==> config.mk <==
export PLATFORM = sky130hd
export DESIGN_NAME = escalonador_datapath
export DESIGN_NICKNAME = d
export VERILOG_FILES = /design/src/rtl/escalonador_datapath_pkg.sv /design/src/rtl/escalonador_datapath_arbitro_rr.sv /design/src/rtl/escalonador_datapath.sv
export SDC_FILE = /design/constraint.sdc
export NUM_CORES = 1
export LEC_CHECK = 0
export CAP_MARGIN = 20
export CORE_MARGIN = 4
export CORE_UTILIZATION = 30
export CTS_BUF_LIST = sky130_fd_sc_hd__clkbuf_8
export DETAILED_ROUTE_END_ITERATION = 12
export SYNTH_ARGS = -nofsm -noshare
export SYNTH_HDL_FRONTEND = slang
export SYNTH_SLANG_ARGS = --single-unit
==> constraint.sdc <==
create_clock -name clk -period 4.15 [get_ports clk]
set_clock_uncertainty 0.15 [all_clocks]
set_input_delay 0.83 -clock clk [delete_from_list [all_inputs] [get_ports clk]]
set_output_delay 0.83 -clock clk [all_outputs]
set_load 0.1 [all_outputs]
==> src/rtl/escalonador_datapath_pkg.sv <==
// escalonador_datapath_pkg: shared state encoding and default sizing for the scheduler
package escalonador_datapath_pkg;
  localparam int N_REQ_DEF       = 4;
  localparam int DATA_W_DEF      = 8;
  localparam int TIMEOUT_DEF     = 15;
  localparam int CONTROL_LATENCY = 8;

  typedef enum logic [2:0] {
    ST_IDLE  = 3'd0,
    ST_CLEAR = 3'd1,
    ST_START = 3'd2,
    ST_WAIT  = 3'd3,
    ST_DONE  = 3'd4,
    ST_ERR   = 3'd5
  } state_e;
endpackage

==> src/rtl/escalonador_datapath_arbitro_rr.sv <==
// arbitro_rr: combinational round-robin pick of the first request after ptr
module arbitro_rr
  import escalonador_datapath_pkg::*;
#(
  parameter int N_REQ = N_REQ_DEF
) (
  input  logic [N_REQ-1:0] req_i,
  input  logic [2:0]       ptr_i,
  output logic [N_REQ-1:0] gnt_o,
  output logic [2:0]       idx_o,
  output logic             valid_o
);
  logic [2*N_REQ-1:0] dbl;
  logic [2:0]         off;

  // Rotate so bit 0 is requester ptr+1, then take the lowest set bit as the offset
  always_comb begin
    dbl = {req_i, req_i} >> ({1'b0, ptr_i} + 4'd1);
    off = '0;
    for (int j = N_REQ - 1; j >= 0; j--) off = dbl[j] ? 3'(j) : off;
    idx_o = 3'((32'(ptr_i) + 32'd1 + 32'(off)) % N_REQ);
  end

  assign valid_o = |req_i;
  assign gnt_o   = valid_o ? (N_REQ'(1) << idx_o) : '0;
endmodule

==> src/rtl/escalonador_datapath.sv <==
// escalonador_datapath: round-robin sharing of one controller/datapath pair between requesters
module escalonador_datapath
  import escalonador_datapath_pkg::*;
#(
  parameter int N_REQ   = N_REQ_DEF,
  parameter int DATA_W  = DATA_W_DEF,
  parameter int TIMEOUT = TIMEOUT_DEF
) (
  input  logic                    clk,
  input  logic                    rst,
  input  logic [N_REQ-1:0]        req,
  input  logic [N_REQ*DATA_W-1:0] x_in,
  output logic [N_REQ-1:0]        ack,
  output logic [DATA_W-1:0]       result,
  output logic                    err,
  output logic                    busy,
  output logic [2:0]              grant_id,
  output logic                    dp_rst,
  output logic                    dp_inicio,
  output logic [DATA_W-1:0]       dp_x,
  input  logic                    dp_pronto,
  input  logic [DATA_W-1:0]       dp_result
);
  localparam int CW = $clog2(TIMEOUT + 1);

  state_e            state_q;
  logic [2:0]        ptr_q;
  logic [2:0]        grant_q;
  logic [DATA_W-1:0] dpx_q;
  logic [DATA_W-1:0] result_q;
  logic [CW-1:0]     cnt_q;
  logic [N_REQ-1:0]  gnt;
  logic [2:0]        idx;
  logic              any;
  logic [DATA_W-1:0] opnd;

  arbitro_rr #(.N_REQ(N_REQ)) u_arb (
    .req_i  (req),
    .ptr_i  (ptr_q),
    .gnt_o  (gnt),
    .idx_o  (idx),
    .valid_o(any)
  );

  // One-hot grant selects the winner's operand
  always_comb begin
    opnd = '0;
    for (int i = 0; i < N_REQ; i++) opnd |= gnt[i] ? x_in[i*DATA_W +: DATA_W] : '0;
  end

  // Sequencer: clear the controller, start it, wait for pronto or timeout, then report
  always_ff @(posedge clk or negedge rst) begin
    if (!rst) begin
      state_q  <= ST_IDLE;
      ptr_q    <= 3'(N_REQ - 1);
      grant_q  <= '0;
      dpx_q    <= '0;
      result_q <= '0;
      cnt_q    <= '0;
    end else begin
      case (state_q)
        ST_IDLE: if (any) begin
          grant_q <= idx;
          dpx_q   <= opnd;
          state_q <= ST_CLEAR;
        end
        ST_CLEAR: state_q <= ST_START;
        ST_START: begin
          cnt_q   <= '0;
          state_q <= ST_WAIT;
        end
        ST_WAIT: begin
          cnt_q <= cnt_q + 1'b1;
          if (dp_pronto) begin
            result_q <= dp_result;
            state_q  <= ST_DONE;
          end else if (cnt_q == CW'(TIMEOUT - 1)) begin
            result_q <= '0;
            state_q  <= ST_ERR;
          end
        end
        ST_DONE, ST_ERR: begin
          ptr_q   <= grant_q;
          state_q <= ST_IDLE;
        end
        default: state_q <= ST_IDLE;
      endcase
    end
  end

  assign ack       = (state_q == ST_DONE || state_q == ST_ERR) ? (N_REQ'(1) << grant_q) : '0;
  assign err       = state_q == ST_ERR;
  assign busy      = state_q != ST_IDLE;
  assign grant_id  = grant_q;
  assign result    = result_q;
  assign dp_x      = dpx_q;
  assign dp_inicio = state_q == ST_START;
  assign dp_rst    = ~rst | (state_q == ST_CLEAR);
endmodule

After elaboration in Yosys (flattened, before gate mapping)
Index checks and enable logic that the tools add are counted.
{"block": "word_totals", "ff_bits": 27, "inputBits": 47}
{"block": "op_classes", "bitwise": 5, "muxes": 17, "eq_ne": 8, "reduce_logical": 10, "add_sub_neg": 4, "n_shift": 3}
{"operator": "8-bit two-way mux", "count": 6}
{"operator": "8-bit bitwise OR", "count": 3}
{"operator": "3-bit case mux with 4 select lines", "count": 1}
{"operator": "3-bit two-way mux", "count": 3}
{"operator": "2-bit two-way mux", "count": 4}
{"operator": "4-bit two-way mux", "count": 2}
{"operator": "4-bit case mux with 2 select lines", "count": 1}
{"operator": "1-bit by 2-bit << shifter with 4-bit output (first input constant)", "count": 2}
{"operator": "8-bit by 4-bit >> shifter with 4-bit output", "count": 1}
{"operator": "3-bit by 2-bit equality test with 1-bit output (second input constant)", "count": 2}
{"operator": "3-bit equality test (second input constant)", "count": 2}
{"operator": "2-bit AND reduction", "count": 3}
{"operator": "4-bit by 1-bit adder with 4-bit output (second input constant)", "count": 1}
{"operator": "4-bit equality test (second input constant)", "count": 1}
{"operator": "2-bit nonzero test", "count": 2}
{"operator": "4-bit OR reduction", "count": 1}
{"operator": "2-bit by 1-bit adder with 3-bit output (second input constant)", "count": 1}
{"operator": "3-bit by 1-bit equality test with 1-bit output (second input constant)", "count": 1}
{"operator": "3-bit zero test", "count": 1}
{"operator": "3-bit inequality test (second input constant)", "count": 1}
{"operator": "3-bit nonzero test", "count": 1}
{"operator": "2-bit by 1-bit adder with 2-bit output (second input constant)", "count": 1}
{"operator": "2-bit adder", "count": 1}
{"operator": "2-bit by 1-bit inequality test with 1-bit output (second input constant)", "count": 1}
{"operator": "4 further kinds", "count": 4}

Depth between registers and ports, before layout
{"block": "logic_depth", "depth_word": 13, "ltp_mapped": 12}

Modules after synthesis
From an unflattened synthesis, not the netlist that was laid out.
{"block": "unflattened", "hier_cells": 167, "area_unflattened_um2": 1705.4}
{"mod": "escalonador_datapath", "instances": 1, "cells_each": 127, "seq_area_each_um2": 728.2, "area_per_inst_um2": 1422.6}
{"mod": "arbitro_rr", "instances": 1, "cells_each": 40, "seq_area_each_um2": 0.0, "area_per_inst_um2": 282.8}

Least setup slack after synthesis
Ideal clock, no wire load.
{"block": "synth_path", "kind": "register -> output", "startpoint": "register grant_q[1], in the netlist grant_id[1]", "endpoint": "output ack[0]", "n_path_buf": 0, "required_time_ns": 3.170, "path_slack_ns": 0.183, "path_stages_with_launch": 2, "arrival_time_ns": 2.987, "cell_sequence": "dfrtp_1 -> nor3_1"}
{"block": "synth_between", "elab_chain_len": 2}
{"item": "start, declared", "line_no": "escalonador_datapath.sv:28", "rtl": "logic [2:0] grant_q;"}
{"item": "start signal, assigned", "line_no": "escalonador_datapath.sv:63", "rtl": "grant_q <= idx;"}
{"item": "1-bit by 2-bit << shifter with 4-bit output", "line_no": "escalonador_datapath.sv:91", "rtl": "assign ack = (state_q == ST_DONE || state_q == ST_ERR) ? (N_REQ'(1) << grant_q) : '0;"}
{"item": "4-bit two-way mux", "line_no": "escalonador_datapath.sv:91"}
{"item": "end, declared", "line_no": "escalonador_datapath.sv:13", "rtl": "output logic [N_REQ-1:0] ack,"}
No other way between the ends.

Worst setup path in the final report
{"block": "layout_path", "startpoint": "input req[1]", "endpoint": "register dpx_q[4], in the netlist dp_x[4]"}
{"block": "layout_between", "elab_chain_len": 12}
{"item": "start, declared", "line_no": "escalonador_datapath.sv:11", "rtl": "input logic [N_REQ-1:0] req,"}
{"item": "8-bit by 4-bit >> shifter with 4-bit output", "line_no": "escalonador_datapath_arbitro_rr.sv:18", "rtl": "dbl = {req_i, req_i} >> ({1'b0, ptr_i} + 4'd1);"}
{"item": "2-bit two-way mux (4 in a row)", "line_no": "escalonador_datapath_arbitro_rr.sv:20", "rtl": "for (int j = N_REQ - 1; j >= 0; j--) off = dbl[j] ? 3'(j) : off;"}
{"item": "2-bit adder", "line_no": "escalonador_datapath_arbitro_rr.sv:21", "rtl": "idx_o = 3'((32'(ptr_i) + 32'd1 + 32'(off)) % N_REQ);"}
{"item": "1-bit by 2-bit << shifter with 4-bit output", "line_no": "escalonador_datapath_arbitro_rr.sv:25", "rtl": "assign gnt_o = valid_o ? (N_REQ'(1) << idx_o) : '0;"}
{"item": "4-bit two-way mux", "line_no": "escalonador_datapath_arbitro_rr.sv:25"}
{"item": "8-bit two-way mux", "line_no": "escalonador_datapath.sv:48", "rtl": "for (int i = 0; i < N_REQ; i++) opnd |= gnt[i] ? x_in[i*DATA_W +: DATA_W] : '0;"}
{"item": "8-bit bitwise OR (3 in a row)", "line_no": "escalonador_datapath.sv:48"}
{"item": "end signal, assigned", "line_no": "escalonador_datapath.sv:64", "rtl": "dpx_q <= opnd;"}
{"item": "end, declared", "line_no": "escalonador_datapath.sv:29", "rtl": "logic [DATA_W-1:0] dpx_q;"}
Several ways; a longest one is shown, not always the timed one.
A chain may end at the register's enable or synchronous reset.

==> impl_metrics.ini <==
[placement]
hpwl_mm = 3.796
dp.cells = 347
gp_congestion = 0.8054
pre_cts_slack_ns = 0.5382
port_buffers = 72

[grt]
grt_pass1_wl_mm = 7.941
overflow = 0
antenna_found_initial = 0
grt_max_degree = 28
first_global_vias = 1608
grt_use_total_pct = 13.41

[sta]
setup_tns_ns = 0
slew_headroom_pct = 33.09
fin_crit_ns = 3.346
finalSetupViolCount = 0
rsz0062_at_grt = no
post-route-period-util_pct = 80.63
maxSlewViolCount = 0
layout_setup_ws_ns = 0.8037
finalHoldViolations = 0
tightest_slew_ns = 1.001
fmax_mhz = 298.8

[yosys]
synth_top_family_by_area = simple AND/OR/NAND/NOR gates
synth_compound_area_share_pct = 20.49
synth_cells = 209
synth-simple-area-share_pct = 24.11
synth-seq-cells = 27
synth_cell_types = 41
syn_area_um2 = 1795
synth_ff_type = dfrtp_1
synthArstFlopShare_pct = 100.0
avgSynthCellArea_um2 = 8.591
yosysWarnings = 0
synthXorXnorAreaFrac_pct = 1.463
synth_fa_ha_area_share_pct = 2.787
synth-seq-area-share_pct = 37.77
yosys.area.top_type = dfrtp_1
synthTopCellsByArea = dfrtp_1, nand2_1, nor2_1
synth_top_area_share_pct = 34.84
synth_edf_count = 0
synthMuxAreaShare_pct = 8.084
syn-num-nets = 260

[worst_setup_path]
cp.required_ns = 4.18
crit_top_cell = xnor2_1
slowest_delay_ns = 0.61
critPathSlowestCell = clkdlybuf4s50_1
startpoint = req[1]
rr_startpoint = ptr_q[0]
cp_cell_sequence = clkdlybuf4s50_1 -> nor2b_1 -> a21oi_1 -> o211ai_1 -> o21ai_0 -> ha_1 -> xnor2_1 -> xnor2_1 -> a221oi_1 -> o31ai_1
worst-setup-path-type = primary input to register
cp-end-kind = register
ff2ff_path_depth = 7
worst-endpoint-arrival_ns = 3.38
critPathMaxFanout = 9
critPathLaunchType = primary input

[routing]
drt-pass1-iter-count = 4
via_per_inst = 4.952
drt_iter0_markers = 84
wire_per_inst_um = 14.00
final_antenna_net_count = 0
drc = 0
num_vias = 1738
wl_mm = 4.915

[die]
rows = 27
io_pins = 74
dieArea_um2 = 7286
start_util_pct = 31.83
fp.dieW_um = 85.36
die_h_um = 85.36
core_um2 = 5642

[worst_hold_path]
worstHoldPathCells = 2
worstHoldPathType = register to register
hold_start = dp_x[5]

[clock_network]
insertion_delay_ns = 0.27
cts_resized = 0
ctsLongestPathBuffers = 2
postCtsSetupBuffers = 0
cts_tree = yes
path_clk_slew_ns = 0.09
hold_buffers = 0
cts_htree_levels = 1
clock-sinks = 27
cts_made_buffers = 3
root_buffer = clkbuf_8

[outcome]
status = complete, no violations

[layout]
drive_gt1_share_pct = 10.75
nets = 331
n_antenna_cell = 0
fillerInstances = 575
final_cells = 351
syn2layout_area_growth_pct = 46.06

[job]
maxCapViolCount = 0
-- layout by cell type, fill, tap and decap left out, types with 7 or more instances in the layout --
| master | count |
|---|---|
| and3_1 | 9 |
| o31ai_1 | 8 |
| buf_4 | 12 |
| nand2_1 | 45 |
| nor2_1 | 25 |
| a21oi_1 | 7 |
| clkdlybuf4s50_1 | 65 |
| inv_1 | 7 |
| mux2i_1 | 7 |
| a22o_1 | 10 |
| dfrtp_1 | 25 |
-- Yosys cell counts (3+ instances only) --
cell type  number
a22o_1         10
nor2_1         25
a221oi_1        5
o31ai_1         8
ha_1            4
a21oi_1         7
and2_1          3
and3_1          9
inv_1           6
clkbuf_1        7
mux2i_1         7
nand2_1        45
o21ai_0         5
mux2_2          3
nor3_1          3
dfrtp_1        25
nor2b_1         3
-- cell families after synthesis --
| kind of cell | count (synthesis) |
|---|---|
| simple gates | 97 |
| compound gates | 46 |
| flops | 27 |
| buf+inv | 18 |
| mux | 13 |
| fa+ha+maj | 4 |
| xor+xnor | 3 |
| other cells | 1 |
-- worst max-delay path, delay by kind of cell --
kind / cells / cell delay [ns]
compound gates: 5 / 0.74
xor+xnor: 2 / 0.74
buf+inv: 1 / 0.61
fa+ha+maj: 1 / 0.25
simple gates: 1 / 0.21
-- worst paths after layout --
kind / slack, ns / to
max in group asynchronous: 2.71 / ptr_q[0]
min in group asynchronous: 0.83 / result[6]
setup reg to reg: 1.37 / dp_x[4]
hold reg to reg: 0.35 / dp_x[5]
setup / recovery: 0.80 / dp_x[4]
hold / removal: 0.35 / dp_x[5]
-- layer usage --
metal | wire length [um] | track usage [%] | up-vias
met1 | 2354 | 18.13 | 811
met5 | 0 | 0 | -
met2 | 2235 | 21.40 | 46
met3 | 278 | 2.913 | 4
met4 | 46 | 3.885 | 0
li1 | - | - | 877
-- cell type report --
class | count | area (um2) | area share, %
timing repair buffer | 78 | 760.7 | 29.01
tap | 72 | 90.09 | 3.435
inverter | 6 | 22.52 | 0.8588
multi-input combinational | 164 | 1026 | 39.12
sequential | 27 | 678.2 | 25.86
clock inverter | 1 | 3.754 | 0.1431
clock buffer | 3 | 41.29 | 1.574
-- sequential cells by signal, indices dropped and copies added, names as in the netlist --
name,cells
result,8
ptr_q,2
grant_id,2
state_q,3
cnt_q,4
dp_x,8
-- metrics by stage --
step	util (%)	hold slack [ns]	area (um2)
floorplan	-	0.3497	1795
global placement	45.69	0.3139	2577
detailed placement	45.69	0.3205	2577
CTS	46.48	0.3498	2623
global route	46.48	0.3729	2623
finish	46.48	0.3453	2623
Power is left out: the tool's default activity adds up to more than one toggle a clock period on the data nets, which glitch-free logic cannot reach.
